### src/rtl/cpu_pkg.sv
// Shared definitions for the multicycle CPU control path.
package cpu_pkg;

    // PCSrc redirect encodings
    localparam logic [1:0] PC_HOLD   = 2'b00;
    localparam logic [1:0] PC_BRANCH = 2'b01;
    localparam logic [1:0] PC_JUMP   = 2'b10;
    localparam logic [1:0] PC_JR     = 2'b11;

    // Default PC value after reset
    localparam logic [31:0] DEFAULT_RESET_PC = 32'h0000_0000;

    // Instruction fetch FSM states
    typedef enum logic [1:0] {
        StIdle  = 2'b00,
        StIssue = 2'b01,
        StDone  = 2'b10
    } fetch_state_e;

endpackage

### src/rtl/pc_next_calc.sv
// Combinational next-PC selection for branch, jump and register-jump redirects.
module pc_next_calc
    import cpu_pkg::*;
(
    input  logic [31:0] pc_i,
    input  logic [1:0]  pc_src_i,
    input  logic [31:0] branch_offset_i,
    input  logic [25:0] jump_target_i,
    input  logic [31:0] rs_value_i,
    output logic [31:0] pc_next_o
);

    // Select redirect target; branch offset is in words, pc already past the branch
    always_comb begin
        pc_next_o = pc_i;
        unique case (pc_src_i)
            PC_HOLD:   pc_next_o = pc_i;
            PC_BRANCH: pc_next_o = pc_i + (branch_offset_i << 2);
            PC_JUMP:   pc_next_o = {pc_i[31:28], jump_target_i, 2'b00};
            PC_JR:     pc_next_o = rs_value_i;
            default:   pc_next_o = pc_i;
        endcase
    end

endmodule

### src/rtl/instr_fetch_unit.sv
// Instruction fetch unit: owns PC and IR, issues single-word reads to instruction memory.
module instr_fetch_unit
    import cpu_pkg::*;
#(
    parameter logic [31:0] RESET_PC  = DEFAULT_RESET_PC,
    parameter int unsigned MEM_BYTES = 128
) (
    input  logic        CLK,
    input  logic        Reset,
    input  logic        fetch_req,
    input  logic        pc_update,
    input  logic [1:0]  PCSrc,
    input  logic [31:0] branch_offset,
    input  logic [25:0] jump_target,
    input  logic [31:0] rs_value,
    output logic [31:0] ins_addr,
    output logic        InsMemRW,
    input  logic [31:0] instruction,
    output logic [31:0] IR,
    output logic [31:0] pc,
    output logic        busy,
    output logic        fetch_done,
    output logic        fetch_err
);

    localparam logic [31:0] LastWordAddr = 32'(MEM_BYTES - 4);

    fetch_state_e state_q, state_d;
    logic [31:0]  pc_q, pc_d;
    logic [31:0]  ir_q, ir_d;
    logic         rw_q, rw_d;
    logic         busy_q, busy_d;
    logic         done_q, done_d;
    logic         err_q, err_d;

    logic [31:0]  pc_redirect;
    logic [31:0]  pc_eff;
    logic         fetch_ok;

    pc_next_calc u_pc_next_calc (
        .pc_i            (pc_q),
        .pc_src_i        (PCSrc),
        .branch_offset_i (branch_offset),
        .jump_target_i   (jump_target),
        .rs_value_i      (rs_value),
        .pc_next_o       (pc_redirect)
    );

    // Redirect is applied before the legality check so a same-edge fetch uses the new pc
    always_comb begin
        pc_eff   = pc_update ? pc_redirect : pc_q;
        fetch_ok = (pc_eff[1:0] == 2'b00) && (pc_eff <= LastWordAddr);
    end

    // Next-state and registered-output logic for the fetch FSM
    always_comb begin
        state_d = state_q;
        pc_d    = pc_q;
        ir_d    = ir_q;
        rw_d    = 1'b0;
        busy_d  = 1'b0;
        done_d  = 1'b0;
        err_d   = 1'b0;
        unique case (state_q)
            StIdle: begin
                pc_d = pc_eff;
                if (fetch_req) begin
                    if (fetch_ok) begin
                        state_d = StIssue;
                        rw_d    = 1'b1;
                        busy_d  = 1'b1;
                    end else begin
                        err_d = 1'b1;
                    end
                end
            end
            StIssue: begin
                ir_d    = instruction;
                pc_d    = pc_q + 32'd4;
                done_d  = 1'b1;
                busy_d  = 1'b1;
                state_d = StDone;
            end
            StDone: begin
                state_d = StIdle;
            end
            default: begin
                state_d = StIdle;
            end
        endcase
    end

    // State and output registers; reset discards any fetch in flight
    always_ff @(posedge CLK or negedge Reset) begin
        if (!Reset) begin
            state_q <= StIdle;
            pc_q    <= RESET_PC;
            ir_q    <= 32'h0;
            rw_q    <= 1'b0;
            busy_q  <= 1'b0;
            done_q  <= 1'b0;
            err_q   <= 1'b0;
        end else begin
            state_q <= state_d;
            pc_q    <= pc_d;
            ir_q    <= ir_d;
            rw_q    <= rw_d;
            busy_q  <= busy_d;
            done_q  <= done_d;
            err_q   <= err_d;
        end
    end

    assign ins_addr   = pc_q;
    assign InsMemRW   = rw_q;
    assign IR         = ir_q;
    assign pc         = pc_q;
    assign busy       = busy_q;
    assign fetch_done = done_q;
    assign fetch_err  = err_q;

endmodule

### config.mk
export PLATFORM = sky130hd
export DESIGN_NAME = instr_fetch_unit
export DESIGN_NICKNAME = d
export VERILOG_FILES = /design/src/rtl/cpu_pkg.sv /design/src/rtl/pc_next_calc.sv /design/src/rtl/instr_fetch_unit.sv
export SDC_FILE = /design/constraint.sdc
export NUM_CORES = 1
export LEC_CHECK = 0
export BUFFER_PORTS_ARGS = -buffer_cell sky130_fd_sc_hd__buf_2
export CAP_MARGIN = 20
export CORE_MARGIN = 10
export CORE_UTILIZATION = 50
export CTS_CLUSTER_SIZE = 40
export DETAILED_ROUTE_END_ITERATION = 7
export MAX_ROUTING_LAYER = met4
export PLACE_DENSITY = 0.86
export SYNTH_ARGS = -nofsm -noshare
export SYNTH_HDL_FRONTEND = slang
export SYNTH_SLANG_ARGS = --single-unit
### constraint.sdc
create_clock -name CLK -period 3.95 [get_ports CLK]
set_input_delay 0 -clock CLK [delete_from_list [all_inputs] [get_ports CLK]]
set_output_delay 0 -clock CLK [all_outputs]
set_load 0.02 [all_outputs]
**Word-level counts from Yosys, hierarchy flattened**

Cells that the tools add are included.

- Bits in registers: 70
- Output and inout bits: 100
- Bits in read-only memories: 0
- Logic and storage cells: 36
- Bits in writable memories: 0
- Input port bits: 128
- Bits in latches: 0
- Memories kept: 0

- Order comparisons: 1
- Divide/modulo/power cells: 0
- Muxes and demuxes: 14
- Add/sub/neg operators: 2
- Equality and inequality tests: 6
- Shift operators: 0
- $mul: 0
- Reduce and logical (&&, ||, !) cells: 6
- Bitwise logic cells: 0

Operators with widths:

| cell | count |
|---|---|
| $pmux W32 S4 | 1 |
| $pmux W32 S2 | 1 |
| $add A32 B3 Y32 const B | 1 |
| $add A32 B32 Y32 | 1 |
| $le A32 B7 Y1 const B | 1 |
| $mux W32 | 1 |
| $mux W1 | 7 |
| $logic_not A2 Y1 | 3 |
| $eq A2 B1 Y1 const B | 2 |
| $eq A2 B2 Y1 const B | 2 |
| $mux W2 | 2 |
| $ne A2 B2 Y1 const B | 2 |
| $pmux W2 S2 | 1 |
| $pmux W1 S2 | 1 |
| $reduce_and A2 Y1 | 1 |
| $reduce_bool A2 Y1 | 1 |
| $logic_and A1 B1 Y1 | 1 |

**Longest topological paths before layout**

- Word-level depth: 8
- Depth in mapped cells: 12

**Cells and area by module**

Synthesis repeated with hierarchy kept, for this count alone.

- Cells, all modules: 719
- Area total of the unflattened synthesis: 6082.1 µm²

By module, submodules not included:

| module | cells an instance | times used | sequential area each (µm²) | area an instance (µm²) |
|---|---|---|---|---|
| instr_fetch_unit | 445 | 1 | 1751.7 | 3792.4 |
| pc_next_calc | 274 | 1 | 0.0 | 2289.7 |

**Worst setup path after synthesis**

OpenSTA, ideal clock, no wires.

- Path type: reg-to-reg
- Start: reg pc_q[2] (netlist: ins_addr[2])
- End: reg rw_q (netlist: InsMemRW)
- Setup slack: 672 ps
- Arrival: 3177 ps
- Path buffers: 0
- Stages on the path, launching flop included: 13
- Setup time: 101 ps
- Required time: 3849 ps
- Clock period less this slack: 3278 ps
- Path through: dfrtp_1 ha_1 inv_1 fa_1 nand2b_1 a21oi_2 o21ai_1 a211o_1 and4_1 o32a_1 a211oi_1 nand4b_1 nor4_1

- Longest elaborated chain between the ends: 8

Ends and longest elaborated chain:

| item | RTL line | source |
|---|---|---|
| from (decl) | instr_fetch_unit.sv:29 | `logic [31:0] pc_q, pc_d;` |
| from (signal assigned) | instr_fetch_unit.sv:105 | `pc_q <= pc_d;` |
| $add A32 B32 Y32 | pc_next_calc.sv:18 | `PC_BRANCH: pc_next_o = pc_i + (branch_offset_i << 2);` |
| $pmux W32 S4 | pc_next_calc.sv:16 | `unique case (pc_src_i)` |
| $mux W32 (*) | instr_fetch_unit.sv:51 | `pc_eff = pc_update ? pc_redirect : pc_q;` |
| $le A32 B7 Y1 (*) | instr_fetch_unit.sv:52 | `fetch_ok = (pc_eff[1:0] == 2'b00) && (pc_eff <= LastWordAddr);` |
| $logic_and A1 B1 Y1 (*) | instr_fetch_unit.sv:52 |  |
| $mux W1 (*) | instr_fetch_unit.sv:68 | `if (fetch_ok) begin` |
| $mux W1 (*) | instr_fetch_unit.sv:67 | `if (fetch_req) begin` |
| $mux W1 (*) | instr_fetch_unit.sv:64 | `unique case (state_q)` |
| net rw_d | instr_fetch_unit.sv:31 | `logic rw_q, rw_d;` |
| to (signal assigned) | instr_fetch_unit.sv:107 | `rw_q <= rw_d;` |
| to (decl) | instr_fetch_unit.sv:31 |  |

Mark *: on every way through the listed nets, which the timed path passes. The rest lies on a longest branch.
A chain may end at the register's enable or synchronous reset.

**Final worst setup path**

- Start: reg pc_q[3] (netlist: ins_addr[3])
- End: reg state_q[0]

- Longest elaborated chain between the ends: 7

Ends and longest elaborated chain:

| item | RTL line | source |
|---|---|---|
| $add A32 B32 Y32 | pc_next_calc.sv:18 |  |
| $pmux W32 S4 | pc_next_calc.sv:16 |  |
| $mux W32 (*) | instr_fetch_unit.sv:51 |  |
| $le A32 B7 Y1 (*) | instr_fetch_unit.sv:52 |  |
| $logic_and A1 B1 Y1 (*) | instr_fetch_unit.sv:52 |  |
| $ne A2 B2 Y1 (no source line) (*) | n/a |  |
| $reduce_and A2 Y1 (no source line) (*) | n/a |  |
| to (signal assigned) | instr_fetch_unit.sv:96 | `state_q <= StIdle;` |
| to (signal assigned) | instr_fetch_unit.sv:104 | `state_q <= state_d;` |
| to (decl) | instr_fetch_unit.sv:28 | `fetch_state_e state_q, state_d;` |

Every way passes the cells marked *; elsewhere a longest branch is shown, timed or not.

==> results.md <==
* R2R Setup Slk at roughly 0.25 ns
* Die X at between 100 and 150 µm
* Synthesized flop and latch total at 70
* Synth Instances at roughly 800
* Number of global-route vias before repair at 7377
* Number of DRC markers in iteration 0 at 735
* Chip Height at between 100 and 150 µm
* Post-route insts no fill at ~1200
* Ys async rst share at 100.0%
* DRT Pass-1 Iters at 6
* Post-CTS sizing at 0
* Fin crit period at 3.704 ns
* Mux cell area share after synthesis at between 8 and 9%
* Global route total overflow at 0
* CP max stage cell: dfrtp_1
* First-pass GRT wire length at 39450 µm
* Final setup fails at 0
* Top cell type's share of synthesized area at between 20 and 30%
* Netlist cell types at 74
* Max incr delay on CP at 0.48 ns
* Unrepaired setup endpoints after global routing: false
* Register area share after synthesis at 27.01%
* Pleak at 0.003952 µW
* Filler cells at 1087
* Combinational share of power at between 50% and 60%
* Register Area at 0.001752 mm²
* Most common cell after layout, fill and taps aside: buf_2
* CP cell instances: inv_1 -> fa_1 -> nand2b_1 -> a21oi_2 -> o21ai_0 -> and4_1 -> o41ai_1 -> nand4_1 -> nor4_2 -> nand4b_1 -> nor4_1
* Post-synth EDFFs at 0
* Post-synthesis simple-gate area fraction at 20.70%
* Worst-Margin Slew at about 0.85 ns
* WHS at 0.007597 ns
* Nets at 1179
* Clock share of power at 20.9%
* Worst r2r dst: state_q[0]
* Cell taking the most area after synthesis: dfrtp_1
* Avg Inst Size Synth at 8.077 µm²
* Number of synthesis warnings at 0
* Status: finished, final reports clean
* Multi-input gate area at 0.004212 mm²
* Most frequent cells in the layout: buf_2 (225), nand2_1 (80), dfrtp_1 (70)
* Cell count after placement at 1145
* Die area at ~0.018 mm²
* # H-tree levels at 3
* CP Max Fanout at 8
* Clock Pin Slew Worst Setup and Hold Paths at 0.06 ns
* Synth Area in Compound Gates at 26.56%
* CTS Sinks at 70
* Number of routed nets with antenna violations at 0
* Reg-to-Reg Start: ins_addr[3]
* Largest family of logic cells by synthesized area: compound AO/OA/AOI/OAI gates
* Worst Path Class, Setup: flip-flop to flip-flop
* Part of the cycle the worst path needs at 93.78%
* XOR/XNOR Fraction of Synth Area at 2.836%
* HP Class: input port to flip-flop
* Max-cap violations at 0
* Pre-CTS setup slack at 0.3663 ns
* Fin. Hold Viols at 0
* DRC violations left at 0
* CTS tree: yes
* Setup_tns at 0 ns
* Worst skew pair latency at 0.34 ns
* Vias/cell at 6.190
* Num CTS Buffers at 9
* IO Pins at 228
* Via Count at roughly 7400
* Synth Cell Area at ~0.0065 mm²
* Endpoint type of the worst setup path: flip-flop
* R2R depth at 11
* CP startpoint kind: flip-flop
* DRT Wirelength at 25250 µm
* Seq pwr share at 24.5%
* Routed len/inst at 21.12 µm
* Setup ws final at 0.2457 ns
* Layout cells sized above 1 at a little under a third
* Crit path required time at 4.18 ns
* Initial antenna violation count at 0
* Post-Synth Adder-Cell Area at 6.096%
* PD cells at roughly 470 mW/mm²
* Diodes inserted at 0
* Pins Over Slew Limit at 0
* Total GRT Usage at between 20% and 30%
* VDD IR-drop max at 0.0002838 V
* Routability Congestion at 1.007
* Hold EP: ins_addr[5]
* Clock Skews at about 0.0056 ns
* Largest net degree at the start of global routing at 39
* Fmax at 270.0 MHz
* Hold_sp: jump_target[3]
* Sw Ratio at a little under half
* Area contributors post-synth: dfrtp_1 (27%), mux2_2 (6.1%), ha_1 (5.8%), a21oi_1 (4.9%), nand2_1 (4.6%)
* Hold Path Stages at 3
* P_int at 2069 µW
* Hpwl dp at 19350 µm
* Hold buffer count at cts at 36
* Syn_nets at 962
* Post-synth top flop: dfrtp_1
* Row count at 41
* Number of I/O port buffers at 225
* Core area at 0.01267 mm²
* Max-Slew Margin vs Limit at 43.30%
* Net Switching at 1800 µW
* Root Buffer: clkbuf_16
* CP arrival at 3.94 ns
* Setup bufs post-CTS at 0
* Initial core utilization at 51.19%
* Finished Core Util at 65.12%
* Area Growth Syn to Fin at 27.22%
* Max clock buf depth at 2
## synthesized netlist by cell type, types with 4 or more instances
| library cell | number |
|---|---|
| nand2_1 | 80 |
| dfrtp_1 | 70 |
| a21oi_1 | 64 |
| nor2_1 | 62 |
| o21ai_0 | 58 |
| clkbuf_1 | 36 |
| mux2_2 | 35 |
| buf_4 | 33 |
| ha_1 | 30 |
| nand4_1 | 22 |
| nand3_1 | 19 |
| inv_1 | 18 |
| mux2i_1 | 17 |
| o22ai_1 | 14 |
| a31oi_1 | 13 |
| and3_1 | 13 |
| o211ai_1 | 12 |
| o22a_1 | 12 |
| xor2_1 | 12 |
| a21o_1 | 11 |
| buf_2 | 9 |
| nand3b_1 | 9 |
| nor2b_1 | 9 |
| nor3_1 | 9 |
| xnor2_1 | 9 |
| a211oi_1 | 8 |
| a21boi_0 | 8 |
| o21a_1 | 8 |
| and2_1 | 7 |
| nand2b_1 | 7 |
| nor4_1 | 7 |
| and4_1 | 6 |
| nor3b_1 | 6 |
| buf_1 | 5 |
| o32a_1 | 4 |
## stage by stage
step	instance area, µm²	power [µW]
global route	8252	4084
global placement	7602	2962
CTS	8252	3818
finish	8252	3869
detailed placement	7602	2988
floorplan	6486	2376
## final cells by class
cell class / instances / area share (%)
Multi-Input combinational cell: 631 / 51.04
Sequential cell: 70 / 21.23
Tap cell: 172 / 2.608
Timing Repair Buffer: 290 / 20.80
Clock inverter: 6 / 0.7733
Inverter: 18 / 0.8188
Clock buffer: 9 / 2.729
## sequential cells by signal (all words and copies together), names as in the netlist
name        count
fetch_done      1
busy            1
IR             32
ins_addr       32
InsMemRW        1
state_q         2
fetch_err       1
## layer usage
metal  GRT usage, %  part of all wire [%]  up-vias
li1               -                     -     3393
met1          31.85                    38     3474
met2          46.53                    49      454
met3          5.751                   8.9       82
met4          12.39                   4.1        0
met5              -                     0        -
## how the worst max path moves through the flow
stage	slack, ns	to	cells past startpoint	startpoint
floorplan	0.67	InsMemRW	12	ins_addr[2]
global placement	0.47	state_q[0]	12	ins_addr[2]
detailed placement	0.37	state_q[0]	11	ins_addr[3]
CTS	0.34	state_q[0]	11	ins_addr[3]
global route	0.03	state_q[0]	11	ins_addr[3]
finish	0.25	state_q[0]	11	ins_addr[3]
## power groups by stage
stage | clock (µW) | combinational (µW) | sequential, µW
global placement | 0 | 2010 | 952
detailed placement | 0 | 2030 | 955
CTS | 804 | 2070 | 943
global route | 848 | 2280 | 956
finish | 809 | 2110 | 948
floorplan | 0 | 1320 | 1050
## critical path, delay by kind of cell, from the launching register on
family	cells	cell delay, ns
AOI/OAI and AO/OA	3	0.90
adders and majority gates	1	0.43
buffers and inverters	1	0.10
DFF	1	0.48
and+or+nand+nor	6	1.67
## kinds of logic (layout without fill, tap and decap cells)
logic type / after synthesis / after routing
flip-flops: 70 / 70
AO/OA/AOI/OAI: 259 / 259
XOR/XNOR: 21 / 21
AND/OR/NAND/NOR: 268 / 268
multiplexers: 52 / 52
buffers and inverters: 102 / 323
adder cells (fa/ha/maj): 31 / 31
(Power assumes the default switching activity.)
